### config.mk
export PLATFORM = sky130hd
export DESIGN_NAME = multi_channel_pulse_timer
export DESIGN_NICKNAME = d
export VERILOG_FILES = /design/src/rtl/multi_channel_pulse_timer_pkg.sv /design/src/rtl/pulse_timer_ch.sv /design/src/rtl/multi_channel_pulse_timer.sv
export SDC_FILE = /design/constraint.sdc
export NUM_CORES = 1
export LEC_CHECK = 0
export BUFFER_PORTS_ARGS = -buffer_cell sky130_fd_sc_hd__buf_2
export CORE_MARGIN = 2
export CORE_UTILIZATION = 55
export CTS_CLUSTER_DIAMETER = 200
export DETAILED_ROUTE_END_ITERATION = 12
export PLACE_DENSITY = 0.77
export SYNTH_ARGS = -nofsm -noshare
export SYNTH_HDL_FRONTEND = slang
export SYNTH_SLANG_ARGS = --single-unit
### constraint.sdc
create_clock -name clk -period 2.15 [get_ports clk]
set_input_delay 0.1075 -clock clk [delete_from_list [all_inputs] [get_ports clk]]
set_output_delay 0.1075 -clock clk [all_outputs]
set_load 0.02 [all_outputs]
### src/rtl/multi_channel_pulse_timer_pkg.sv
// Shared definitions for the multi-channel pulse timer.
package multi_channel_pulse_timer_pkg;

  // Bit positions of each state in the one-hot encoding
  localparam int unsigned StIdleIdx  = 0;
  localparam int unsigned StOnIdx    = 1;
  localparam int unsigned StGuardIdx = 2;

  typedef enum logic [2:0] {
    StIdle  = 3'b001,
    StOn    = 3'b010,
    StGuard = 3'b100
  } state_e;

  // Effective reload value for a pulse: a zero duration behaves as one cycle
  function automatic logic [31:0] pulse_load(input logic [31:0] dur);
    return (dur == 32'd0) ? 32'd0 : dur - 32'd1;
  endfunction

endpackage

### src/rtl/pulse_timer_ch.sv
// One timer channel: edge detect, IDLE/ON/GUARD FSM, down-counter, registered x/done.
module pulse_timer_ch
  import multi_channel_pulse_timer_pkg::*;
#(
  parameter int unsigned CNT_W     = 8,
  parameter int unsigned GUARD_CYC = 2
) (
  input  logic             clk,
  input  logic             rst_n,
  input  logic             b_i,
  input  logic [CNT_W-1:0] dur_i,
  input  logic             retrig_i,
  output logic             x_o,
  output logic             done_o,
  output logic             busy_o
);

  localparam int unsigned GuardM1 = (GUARD_CYC > 0) ? GUARD_CYC - 1 : 0;
  localparam logic [CNT_W-1:0] GuardLoad = CNT_W'(GuardM1);

  state_e           state_q;
  logic [CNT_W-1:0] cnt_q;
  logic             b_q;
  logic             x_q;
  logic             done_q;

  logic             rise;
  logic [CNT_W-1:0] load_val;

  assign rise     = b_i & ~b_q;
  assign load_val = CNT_W'(pulse_load(32'(dur_i)));

  // Channel state machine; x and done are registered alongside the state
  always_ff @(posedge clk or negedge rst_n) begin
    if (!rst_n) begin
      state_q <= StIdle;
      cnt_q   <= '0;
      b_q     <= 1'b0;
      x_q     <= 1'b0;
      done_q  <= 1'b0;
    end else begin
      b_q    <= b_i;
      done_q <= 1'b0;
      case (state_q)
        StIdle: begin
          if (rise) begin
            state_q <= StOn;
            cnt_q   <= load_val;
            x_q     <= 1'b1;
          end
        end
        StOn: begin
          if (rise && retrig_i) begin
            cnt_q <= load_val;
          end else if (cnt_q == '0) begin
            x_q    <= 1'b0;
            done_q <= 1'b1;
            if (GUARD_CYC > 0) begin
              state_q <= StGuard;
              cnt_q   <= GuardLoad;
            end else begin
              state_q <= StIdle;
            end
          end else begin
            cnt_q <= cnt_q - CNT_W'(1);
          end
        end
        StGuard: begin
          if (cnt_q == '0) begin
            state_q <= StIdle;
          end else begin
            cnt_q <= cnt_q - CNT_W'(1);
          end
        end
        default: begin
          // Corrupted one-hot state: fall back to a quiet idle channel
          state_q <= StIdle;
          cnt_q   <= '0;
          x_q     <= 1'b0;
        end
      endcase
    end
  end

  assign x_o    = x_q;
  assign done_o = done_q;
  assign busy_o = (state_q != StIdle);

endmodule

### src/rtl/multi_channel_pulse_timer.sv
// CHANNELS independent edge-triggered pulse timers sharing one duration input.
module multi_channel_pulse_timer
  import multi_channel_pulse_timer_pkg::*;
#(
  parameter int unsigned CHANNELS  = 4,
  parameter int unsigned CNT_W     = 8,
  parameter int unsigned GUARD_CYC = 2
) (
  input  logic                clk,
  input  logic                rst_n,
  input  logic [CHANNELS-1:0] b_i,
  input  logic [CNT_W-1:0]    dur_i,
  input  logic [CHANNELS-1:0] retrig_i,
  output logic [CHANNELS-1:0] x_o,
  output logic [CHANNELS-1:0] done_o,
  output logic                busy_o
);

  logic [CHANNELS-1:0] ch_busy;

  for (genvar i = 0; i < CHANNELS; i++) begin : g_ch
    pulse_timer_ch #(
      .CNT_W    (CNT_W),
      .GUARD_CYC(GUARD_CYC)
    ) u_ch (
      .clk     (clk),
      .rst_n   (rst_n),
      .b_i     (b_i[i]),
      .dur_i   (dur_i),
      .retrig_i(retrig_i[i]),
      .x_o     (x_o[i]),
      .done_o  (done_o[i]),
      .busy_o  (ch_busy[i])
    );
  end

  assign busy_o = |ch_busy;

endmodule

* Yosys cells after proc, flatten, opt, wreduce, memory -nomap -nowiden
Index checks and enable logic that the tools add are counted.
Widths: inputs -> output; s select.
** Operators by class
- Add/sub/neg operators :: 5
- Shift-type cells :: 0
- Bitwise logic cells :: 12
- Muxes and demuxes :: 69
- Magnitude comparators :: 0
- Reduce and logical (&&, ||, !) cells :: 22
- Equal/unequal tests :: 36
- $mul :: 0
- Div/mod/pow operators :: 0
** Operators by type and width (count)
- $mux 8 :: 17
- $pmux 8 s3 :: 4
- $mux 3 :: 16
- $logic_not 8->1 :: 5
- $sub 8x1->8 const B :: 5
- $pmux 3 s3 :: 4
- $reduce_and 4->1 :: 8
- $mux 1 :: 24
- $ne 2x1->1 const B :: 12
- $ne 2x2->1 const B :: 8
- $eq 3x1->1 const B :: 4
- $eq 3x2->1 const B :: 4
- $eq 3x3->1 const B :: 4
- $ne 3x1->1 const B :: 4
- $pmux 1 s3 :: 4
- $not 1->1 :: 8
- $reduce_and 2->1 :: 4
- $and 1x1->1 :: 4
- $logic_and 1x1->1 :: 4
- $reduce_or 4->1 :: 1
** Word-level totals
- Bits in registers :: 56
- Bits in read-only memories :: 0
- Latch bits :: 0
- Output and inout port bits :: 9
- RAM bits :: 0
- Memories :: 0

* Logic depth before layout (Yosys ltp)
Gate-level depths: netlist of run 1.
- Depth in word-level cells :: 5
- Mapped depth :: 7
- Mapped depth without buffers :: 7

* Modules after synthesis
A second synthesis of run 1 with hierarchy kept.
** Second synthesis, totals
- Cells, all modules :: 458
- Area total of the unflattened synthesis :: 4172.8 um2
** By module, submodules not included
- pulse_timer_ch (g_ch[0].u_ch ...) :: times used 3, area an instance 1028.5 um2, seq. area each 351.6 um2, cells each 113
- pulse_timer_ch (g_ch[3].u_ch) :: times used 1, area an instance 1079.8 um2, seq. area each 351.6 um2, cells each 118
- multi_channel_pulse_timer :: times used 1, area an instance 7.5 um2, seq. area each 0.0 um2, cells each 1

* Worst setup path after synthesis of run 1
Ideal clock, no wire load.
- Path kind :: register -> register
- Start point :: register g_ch[0].u_ch.cnt_q[3]
- End point :: register g_ch[0].u_ch.cnt_q[6]
- Clock period less this slack :: 2098 ps
- Library setup time :: 128 ps
- Arrival :: 1970 ps
- Data required time :: 2022 ps
- Stages on the path, launching flop included :: 6
- Path slack :: 52 ps
- Cell sequence :: dfrtp_1 or4_4 or4b_4 a31oi_4 o21a_1 o22ai_1
** Between the ends
- Longest elaborated chain between the ends :: 4
- Elaborated cells on any way between the ends :: 8
- Those cells by class :: add/sub: 1; eq/ne: 1; mux: 4; reduce/logical: 2
** RTL lines
- start, declared :: line pulse_timer_ch.sv:22 : logic [CNT_W-1:0] cnt_q;
- start signal, assigned :: line pulse_timer_ch.sv:48 : cnt_q <= load_val;
- start signal, assigned :: line pulse_timer_ch.sv:54 : cnt_q <= load_val;
- start signal, assigned :: line pulse_timer_ch.sv:60 : cnt_q <= GuardLoad;
- $sub 8x1->8 or $logic_not 8->1 (tied branches)
- $mux 8 :: line pulse_timer_ch.sv:55 : end else if (cnt_q == '0) begin
- $mux 8 :: line pulse_timer_ch.sv:53 : if (rise && retrig_i) begin
- $pmux 8 s3 :: line pulse_timer_ch.sv:44 : case (state_q)
Parallel ways exist; a longest one is shown, timed or not. The select of a mux whose other input is x is not followed.
A chain may end at the register's enable or synchronous reset.

* Final worst setup path of run 1
- Start point :: register g_ch[0].u_ch.cnt_q[4]
- End point :: register g_ch[0].u_ch.cnt_q[6]
The elaborated chain is that of the path after synthesis.

==> results of run 1 <==
==> power by group through the flow <==
| stage | Combinational [mW] | Sequential (mW) | Clock (mW) |
|---|---|---|---|
| 2_1_floorplan | 2.18 | 1.59 | 0 |
| 3_5_place_dp | 2.97 | 1.69 | 0 |
| 5_1_grt | 3.36 | 1.73 | 0.679 |
| 6_report | 3.06 | 1.68 | 0.645 |
| 3_3_place_gp | 2.89 | 1.68 | 0 |
| 4_1_cts | 3.00 | 1.67 | 0.650 |
==> synth_stat cells, types with 4 or more instances <==
master    count
a21o_1        4
a21oi_1      20
a22o_1        8
a31oi_1      12
a32oi_1       4
buf_4        10
dfrtp_1      52
dfstp_2       4
ha_1         10
inv_1        24
nand2_1      37
nand2b_1      7
nand3_1      10
nand3b_1      7
nor2_1       23
nor2b_1      16
nor3_1       17
nor3b_1      10
nor4_1        6
o211ai_1      7
o21ai_0      20
o22a_1        4
o22ai_1      13
o311ai_0      4
o31ai_1       4
o32a_1        4
o32a_2        4
or3_1         6
xor2_1        7
==> cell families after synthesis <==
group / share of synthesized area [%]
simple gates: 23.9
mux: 1.10
buf+inv: 5.24
fa+ha+maj: 3.34
flops: 37.5
xor+xnor: 2.10
compound gates: 26.8
==> critical path: stages, from the launching register on <==
cell	delay, ns
dfrtp_1	0.39
or4_4	0.55
or4b_4	0.53
a31oi_4	0.29
o21a_1	0.20
o22ai_1	0.10
==> routing by layer <==
metal,track usage [%],up-vias,part of all wire (%),wire [um]
li1,-,1678,-,-
met1,36.9,1735,45,4300
met2,44.3,117,49,4680
met3,4.57,12,5.2,501
met5,0,-,0,0
met4,6.39,0,1.1,108
==> worst min-delay path by stage <==
stage                startpoint                            end  slack (ns)  cells past startpoint
floorplan                 rst_n     g_ch[0].u_ch.b_q$_DFF_PN0_       -0.19                      0
global placement          rst_n   g_ch[0].u_ch.x_o$_DFFE_PN0P_        0.13                      2
detailed placement        rst_n   g_ch[0].u_ch.x_o$_DFFE_PN0P_        0.13                      2
CTS                 retrig_i[2]  g_ch[2].u_ch.done_o$_DFF_PN0_        0.14                      4
global route        retrig_i[2]  g_ch[2].u_ch.done_o$_DFF_PN0_        0.16                      4
finish              retrig_i[2]  g_ch[2].u_ch.done_o$_DFF_PN0_        0.15                      4
==> stage by stage <==
stage	hold WS, ns	instance area (um2)	util, %	setup slack [ns]	power [mW]
6_report	0.150	4300	64.3	-0.0174	5.39
5_1_grt	0.161	4300	64.3	-0.0837	5.77
4_1_cts	0.139	4290	64.1	-0.00553	5.32
3_5_place_dp	0.131	4130	61.8	0.00139	4.66
3_3_place_gp	0.131	4130	61.8	0.0545	4.57
2_1_floorplan	-0.188	3750	-	0.0520	3.77
==> sequential cells by signal, indices dropped and copies added (netlist names) <==
signal / cells
g_ch.u_ch.state_q: 12
g_ch.u_ch.b_q: 4
g_ch.u_ch.x_o: 4
g_ch.u_ch.done_o: 4
g_ch.u_ch.cnt_q: 32
==> layout make-up <==
cell class,instances,area (um2)
fill,584,2380
multi-input combinational,320,2160
sequential,56,1410
timing repair buffer,65,448
tap,80,100
inverter,24,90.1
clock buffer,6,82.6
clock inverter,2,13.8
==> what timing repair did <==
item	in CTS	in global routing
setup buffers	1	0
hold buffers	5	0
hold endpoints to repair	56	0
pin swaps	0	1
gates resized for setup	0	4
endpoints found under the setup margin	3	16
==> flow_summary.toml, run 1 <==
[routing]
viasPerCell = 6.41
drt_iter0_markers = 256
wl_um = 9600
drc = 0
num_vias = 3542
drt-pass1-iter-count = 5
wire_per_inst_um = 17.4
ant_nets = 0

[die]
initial_utilization_pct = 56.1
num_rows = 30
core_mm2 = 0.00668
dieArea_mm2 = 0.00749
io_pins = 27
die_w_um = 86.5
die_y_um = 86.5

[place]
dp_hpwl_um = 6970
gp_congestion = 0.898
numPortBuffers = 26
dpl.cell_count = 539

[pwr]
power_switching_mw = 2.39
p_clk_share_pct = 12.0
combPwrFrac_pct = 56.8
power_frac_seq_pct = 31.3
intPower_mw = 2.99
netSwitchingFraction_pct = 44.4
vdd_drop_max_mv = 0.455
leakage_nw = 1.92
power_per_cell_area_mw_per_mm2 = 1250

[timing]
hold_viol_final = 0
worst_clock_skew_ns = 0.00982
relSlewSlack_pct = 52.0
rsz0062_at_grt = "yes"
tns_ns = -0.0306
fmax_ghz = 0.461
final.period_utilization_pct = 101
worst_pin_slew_ns = 0.715
setup_viol = 3
finalWorstSetupSlack_ns = -0.0174
final_max_slew_viol_count = 0
period_needed_ns = 2.17

[final_layout]
nets = 500
final_cell_mix = "dfrtp_1 (52), nand2_1 (37), buf_4 (33), buf_2 (26), inv_1 (24)"
final_common_cell = "dfrtp_1"
layout-drive-gt1-share_pct = 20.7
antenna_cells = 0
layoutNonFillerInstCount = 553
area_growth_pct = 14.7

[grt]
grt_use_total_pct = 26.8
grt_max_degree = 57
grt_pass1_wl_um = 16100
grt_pass1_vias = 3413
overflow = 0
antenna_found_initial = 0

[setup_path]
r2r_start = "g_ch[0].u_ch.cnt_q[4]$_DFFE_PN0P_"
critPathCaptureType = "register"
timing.rr.end = "g_ch[0].u_ch.cnt_q[6]$_DFFE_PN0P_"
start_kind = "register"
crit_end = "g_ch[0].u_ch.cnt_q[6]$_DFFE_PN0P_"
worstSetupStartpoint = "g_ch[0].u_ch.cnt_q[4]$_DFFE_PN0P_"
r2r_cells = 5
cp.required_ns = 2.36
ff2ff_setup_slack_ns = -0.02
crit_type = "reg -> reg"
worstPathArrival_ns = 2.38
cp_max_fo = 7

[run]
maxCapViolCount = 0

[clock_tree]
clockBufferDepth = 2
htree_levels = 2
numCtsBuffers = 5
path_clk_slew_ns = 0.11
cts.sinks = 56
cts_root_buf = "clkbuf_8"
cts_tree = "yes"
insertion_delay_ns = 0.32

[run_status]
violations = "setup timing"
status = "finished with violations"

[synth]
synth.cell_area_mm2 = 0.00375
synth_ff_type = "dfrtp_1"
postSynthCellCount = 416
synth.area.top_cells = "dfrtp_1 (35%), nand2_1 (3.7%), ha_1 (3.3%), dfstp_2 (2.8%), a21oi_1 (2.7%)"
avgSynthCellArea_um2 = 9.01
synth-seq-area-share_pct = 37.5
ys_warn_count = 0
synth_nets = 444
synth_edf_count = 0
synth_seq_cells = 56
yosysUniqueCellTypes = 68
synth_async_sr_flop_share_pct = 100
yosys.area.top_type = "dfrtp_1"
synth_top_area_share_pct = 34.7

[hold_path]
hp-class = "in -> reg"
Power figures use the tool's default switching activity.
==> inputs of run 2 (changes only) <==
--- a/config.mk
+++ b/config.mk
@@ -10,7 +10,7 @@
 export CORE_UTILIZATION = 55
 export CTS_CLUSTER_DIAMETER = 200
 export DETAILED_ROUTE_END_ITERATION = 12
-export PLACE_DENSITY = 0.77
+export PLACE_DENSITY = 0.76
 export SYNTH_ARGS = -nofsm -noshare
 export SYNTH_HDL_FRONTEND = slang
 export SYNTH_SLANG_ARGS = --single-unit
==> flow_summary.toml, run 2 (synthesized netlist as in run 1, its figures left out) <==
[clock_tree]
clockBufferDepth = 2
cts.sinks = 56
cts_tree = "yes"
htree_levels = 2
path_clk_slew_ns = 0.10
numCtsBuffers = 5
cts_root_buf = "clkbuf_8"
insertion_delay_ns = 0.32

[setup_path]
cp.required_ns = 2.36
worstPathArrival_ns = 2.39
cp_max_fo = 3
r2r_cells = 6
start_kind = "register"
critPathCaptureType = "register"
crit_type = "reg -> reg"

[run_status]
status = "finished with violations"
violations = "setup timing"

[timing]
period_needed_ns = 2.18
hold_viol_final = 0
fmax_ghz = 0.458
tns_ns = -0.141
relSlewSlack_pct = 52.4
setup_viol = 5
worst_clock_skew_ns = 0.0105
worst_pin_slew_ns = 0.715
rsz0062_at_grt = "yes"
finalWorstSetupSlack_ns = -0.0321
final_max_slew_viol_count = 0
final.period_utilization_pct = 101

[die]
num_rows = 30
io_pins = 27
die_w_um = 86.5
core_mm2 = 0.00668
die_y_um = 86.5
initial_utilization_pct = 56.1
dieArea_mm2 = 0.00749

[grt]
grtUsageMet3_pct = 2.76
use_met2_pct = 42.9
use_met1_pct = 35.2
grt_use_total_pct = 25.9
grt_pass1_wl_um = 15700
overflow = 0
grt_max_degree = 30
grt-busiest-layer = "met2"
antenna_found_initial = 0
grt_pass1_vias = 3327

[final_layout]
register_area_mm2 = 0.00141
nFillCells = 567
top_register = "g_ch.u_ch.cnt_q"
final_cell_mix = "dfrtp_1 (52), nand2_1 (37), buf_4 (36), buf_2 (26), inv_1 (24)"
fin_util_pct = 64.9
layout-drive-gt1-share_pct = 21.2
final_common_cell = "dfrtp_1"
reg_top3 = "g_ch.u_ch.cnt_q (32), g_ch.u_ch.state_q (12)"
nets = 504
layoutNonFillerInstCount = 557
antenna_cells = 0
area_growth_pct = 15.8
multi_input_area_mm2 = 0.00216
largest_reg_flops = 32

[routing]
wl_um = 9360
num_vias = 3506
drc = 0
viasPerCell = 6.29
drt_iter0_markers = 222
drt-pass1-iter-count = 5
ant_nets = 0
wire_per_inst_um = 16.8

[place]
dpl.cell_count = 542
numPortBuffers = 26
gp_congestion = 0.921
pre_cts_slack_ns = 0.00836
dp_hpwl_um = 6890

[run]
maxCapViolCount = 0

[pwr]
p_total_mw = 5.37
power_per_cell_area_mw_per_mm2 = 1240
vdd_drop_max_mv = 0.452
leakage_nw = 1.93

[hold_path]
hp-class = "in -> reg"
whs_path_depth = 4
-- run 2: cell types whose count changed in the layout (fill, tap and decap cells not counted), moves of 2 or more --
cell | before | now
o21ai_1 | 3 | 1
buf_4 | 33 | 36
clkinvlp_4 | 0 | 2
o21ai_0 | 18 | 20
-- run 2: path summary, 6_finish.rpt --
kind | from | endpoint | slack [ns]
max | g_ch[0].u_ch.cnt_q[4]$_DFFE_PN0P_ | g_ch[0].u_ch.cnt_q[1]$_DFFE_PN0P_ | -0.03
min | retrig_i[2] | g_ch[2].u_ch.done_o$_DFF_PN0_ | 0.14
max reg2reg | g_ch[0].u_ch.cnt_q[4]$_DFFE_PN0P_ | g_ch[0].u_ch.cnt_q[1]$_DFFE_PN0P_ | -0.03
min reg2reg | g_ch[1].u_ch.cnt_q[5]$_DFFE_PN0P_ | g_ch[1].u_ch.cnt_q[5]$_DFFE_PN0P_ | 0.50
max in group asynchronous | rst_n | g_ch[0].u_ch.state_q[0]$_DFFE_PN1P_ | 1.13
min in group asynchronous | rst_n | g_ch[0].u_ch.state_q[2]$_DFFE_PN0P_ | 0.36
-- run 2: report_power, final --
part	switching (mW)	leakage, nW	internal, mW
Clock	0.372	0.0434	0.262
Combinational	1.67	1.16	1.40
Sequential	0.324	0.732	1.35
Total	2.36	1.93	3.01
-- run 2: final cells by class --
cell class              count  share of cell area [%]
clock buffers               6                    1.90
clock inverters             2                   0.346
inverters                  24                    2.08
multi-input cells         320                    49.8
flip-flops and latches     56                    32.4
well taps                  80                    2.31
repair buffers             69                    11.1
-- run 2: worst max-delay path, cell delays in order (launching register included) --
cell and delay, ns:
dfrtp_1 0.40, or4_4 0.54, or4b_4 0.54, a31oi_4 0.25
buf_4 0.16, o22a_2 0.12, o21ai_0 0.06
-- run 2: repair_timing --
action | CTS | global route
pin swaps | 0 | 3
buffers inserted | 0 | 2
setup endpoints to repair | 2 | 11
hold endpoints to repair | 30 | 0
hold buffers | 5 | 0
gates resized for setup | 0 | 3
-- run 2: metrics by stage --
stage / instance area (um2) / hold slack (ns)
final: 4340 / 0.144
after global routing: 4340 / 0.202
after CTS: 4300 / 0.138
after detailed placement: 4150 / 0.192
after global placement: 4150 / 0.200
after floorplan: 3750 / -0.188
-- run 2: metal layers --
metal / up-vias / wire [um]
met1: 1695 / 4310
met4: 0 / 173
li1: 1688 / -
met3: 18 / 350
met2: 105 / 4530
met5: - / 0
==> inputs of run 3 (changes only) <==
--- a/config.mk
+++ b/config.mk
@@ -5,12 +5,12 @@
 export SDC_FILE = /design/constraint.sdc
 export NUM_CORES = 1
 export LEC_CHECK = 0
-export BUFFER_PORTS_ARGS = -buffer_cell sky130_fd_sc_hd__buf_2
 export CORE_MARGIN = 2
-export CORE_UTILIZATION = 55
+export CORE_UTILIZATION = 58
 export CTS_CLUSTER_DIAMETER = 200
 export DETAILED_ROUTE_END_ITERATION = 12
-export PLACE_DENSITY = 0.76
+export DONT_BUFFER_PORTS = 1
+export PLACE_DENSITY = 0.75
 export SYNTH_ARGS = -nofsm -noshare
 export SYNTH_HDL_FRONTEND = slang
 export SYNTH_SLANG_ARGS = --single-unit
==> flow_summary.toml, run 3 (synthesized netlist as in run 1, its figures left out) <==
[routing]
drt_iter0_markers = 282
drt-pass1-iter-count = 5
num_vias = 3374
wire_per_inst_um = 17.9
viasPerCell = 6.48
ant_nets = 0
drc = 0
wl_um = 9300

[setup_path]
r2r_start = "g_ch[0].u_ch.cnt_q[4]$_DFFE_PN0P_"
timing.rr.end = "g_ch[0].u_ch.cnt_q[6]$_DFFE_PN0P_"
ff2ff_setup_slack_ns = -0.008
worstSetupStartpoint = "g_ch[0].u_ch.cnt_q[4]$_DFFE_PN0P_"
cp.required_ns = 2.35
r2r_cells = 5
crit_end = "g_ch[0].u_ch.cnt_q[6]$_DFFE_PN0P_"
start_kind = "register"
critPathCaptureType = "register"
worstPathArrival_ns = 2.36
crit_type = "reg -> reg"
cp_max_fo = 7

[run_status]
violations = "setup timing"
status = "finished with violations"

[final_layout]
final_common_cell = "dfrtp_1"
stdcell_area_mm2 = 0.00414
layoutNonFillerInstCount = 521
nets = 471
nFillCells = 534
layout-drive-gt1-share_pct = 15.1
area_growth_pct = 10.4
final_cell_mix = "dfrtp_1 (52), nand2_1 (37), buf_4 (30), inv_1 (24), nor2_1 (23)"
top_register = "g_ch.u_ch.cnt_q"
antenna_cells = 0
largest_reg_flops = 32
reg_top3 = "g_ch.u_ch.cnt_q (32), g_ch.u_ch.state_q (12)"

[timing]
final.period_utilization_pct = 100
hold_viol_final = 0
worst_clock_skew_ns = 0.0121
fmax_ghz = 0.463
finalWorstSetupSlack_ns = -0.00797
final_max_slew_viol_count = 0
setup_viol = 1
worst_pin_slew_ns = 0.671
period_needed_ns = 2.16
tns_ns = -0.00797
rsz0062_at_grt = "yes"
relSlewSlack_pct = 55.0

[clock_tree]
insertion_delay_ns = 0.31
cts_tree = "yes"
cts.sinks = 56
clockBufferDepth = 2
path_clk_slew_ns = 0.10
cts_root_buf = "clkbuf_8"
numCtsBuffers = 5
htree_levels = 2

[pwr]
power_per_cell_area_mw_per_mm2 = 1260
leakage_nw = 1.79
vdd_drop_max_mv = 0.780
p_total_mw = 5.23

[hold_path]
hp-class = "in -> reg"

[grt]
grt_pass1_vias = 3239
grtUsageMet3_pct = 5.01
antenna_found_initial = 0
grt-busiest-layer = "met2"
overflow = 0
use_met2_pct = 46.0
grt_pass1_wl_um = 15400
use_met1_pct = 34.5
grt_max_degree = 57
grt_use_total_pct = 26.6

[die]
die_w_um = 84.4
core_mm2 = 0.00631
initial_utilization_pct = 59.4
num_rows = 29
die_y_um = 84.4
io_pins = 27
dieArea_mm2 = 0.00712

[place]
numPortBuffers = 0
dp_hpwl_um = 6800
place_area_mm2 = 0.00396
dpl.cell_count = 506
gp_congestion = 0.884

[run]
maxCapViolCount = 0
run 3: cell types whose count changed in the layout (fill, tap and decap cells not counted):
cell        delta
a2bb2oi_2      +1
o21ai_0        -1
clkinvlp_4     -1
clkinv_4       +1
buf_12         -1
buf_16         +1
buf_4          -6
buf_6          -1
buf_2         -26
o21ai_1        +1
a2bb2oi_4      -1
clkbuf_1       +1
clkbuf_8       -1
run 3: layer usage:
metal | routed length (um) | share of wire, %
met2 | 4610 | 50
met1 | 4160 | 45
met3 | 375 | 4.0
met5 | 0 | 0
met4 | 150 | 1.6
run 3: worst min-delay path by stage:
stage | from | endpoint | depth (start not counted)
finish | retrig_i[2] | g_ch[2].u_ch.done_o$_DFF_PN0_ | 3
global route | retrig_i[2] | g_ch[2].u_ch.done_o$_DFF_PN0_ | 3
CTS | retrig_i[2] | g_ch[2].u_ch.done_o$_DFF_PN0_ | 3
detailed placement | rst_n | g_ch[0].u_ch.b_q$_DFF_PN0_ | 0
global placement | rst_n | g_ch[0].u_ch.b_q$_DFF_PN0_ | 0
floorplan | rst_n | g_ch[0].u_ch.b_q$_DFF_PN0_ | 0
run 3: where the power goes:
| part | internal, mW | total [mW] | switching (mW) | leakage (nW) |
|---|---|---|---|---|
| Combinational | 1.32 | 2.89 | 1.58 | 1.01 |
| Sequential | 1.35 | 1.75 | 0.403 | 0.732 |
| Clock | 0.233 | 0.587 | 0.354 | 0.0414 |
| Total | 2.90 | 5.23 | 2.33 | 1.79 |
run 3: layout make-up:
| cell class | instances | area [um2] | area share, % |
|---|---|---|---|
| inverters | 24 | 90.1 | 2.18 |
| clock inverters | 2 | 16.3 | 0.393 |
| multi-input cells | 320 | 2150 | 52.0 |
| flip-flops and latches | 56 | 1410 | 34.0 |
| repair buffers | 36 | 303 | 7.32 |
| well taps | 77 | 96.3 | 2.33 |
| clock buffers | 6 | 72.6 | 1.75 |
run 3: what timing repair did:
item / in CTS / in global routing
hold endpoints to repair: 60 / 0
resized for setup: 0 / 2
buffers inserted: 1 / 0
hold buffers: 6 / 0
endpoints found under the setup margin: 3 / 11
gates cloned: 0 / 0
run 3: worst max-delay path: stages (launching register included):
cell and delay, ns:
dfrtp_1 0.39, or4_4 0.54, or4b_4 0.53, a31oi_4 0.29, o21a_1 0.20, o22ai_1 0.10
run 3: per-stage QoR:
stage          hold slack [ns]  utilization, %  worst slack (ns)
2_1_floorplan           -0.188               -            0.0520
3_3_place_gp            -0.187            62.6            0.0350
3_5_place_dp            -0.187            62.6           0.00691
4_1_cts                 0.0386            65.4          -0.00412
5_1_grt                 0.0513            65.5           -0.0574
6_report                0.0592            65.5          -0.00797
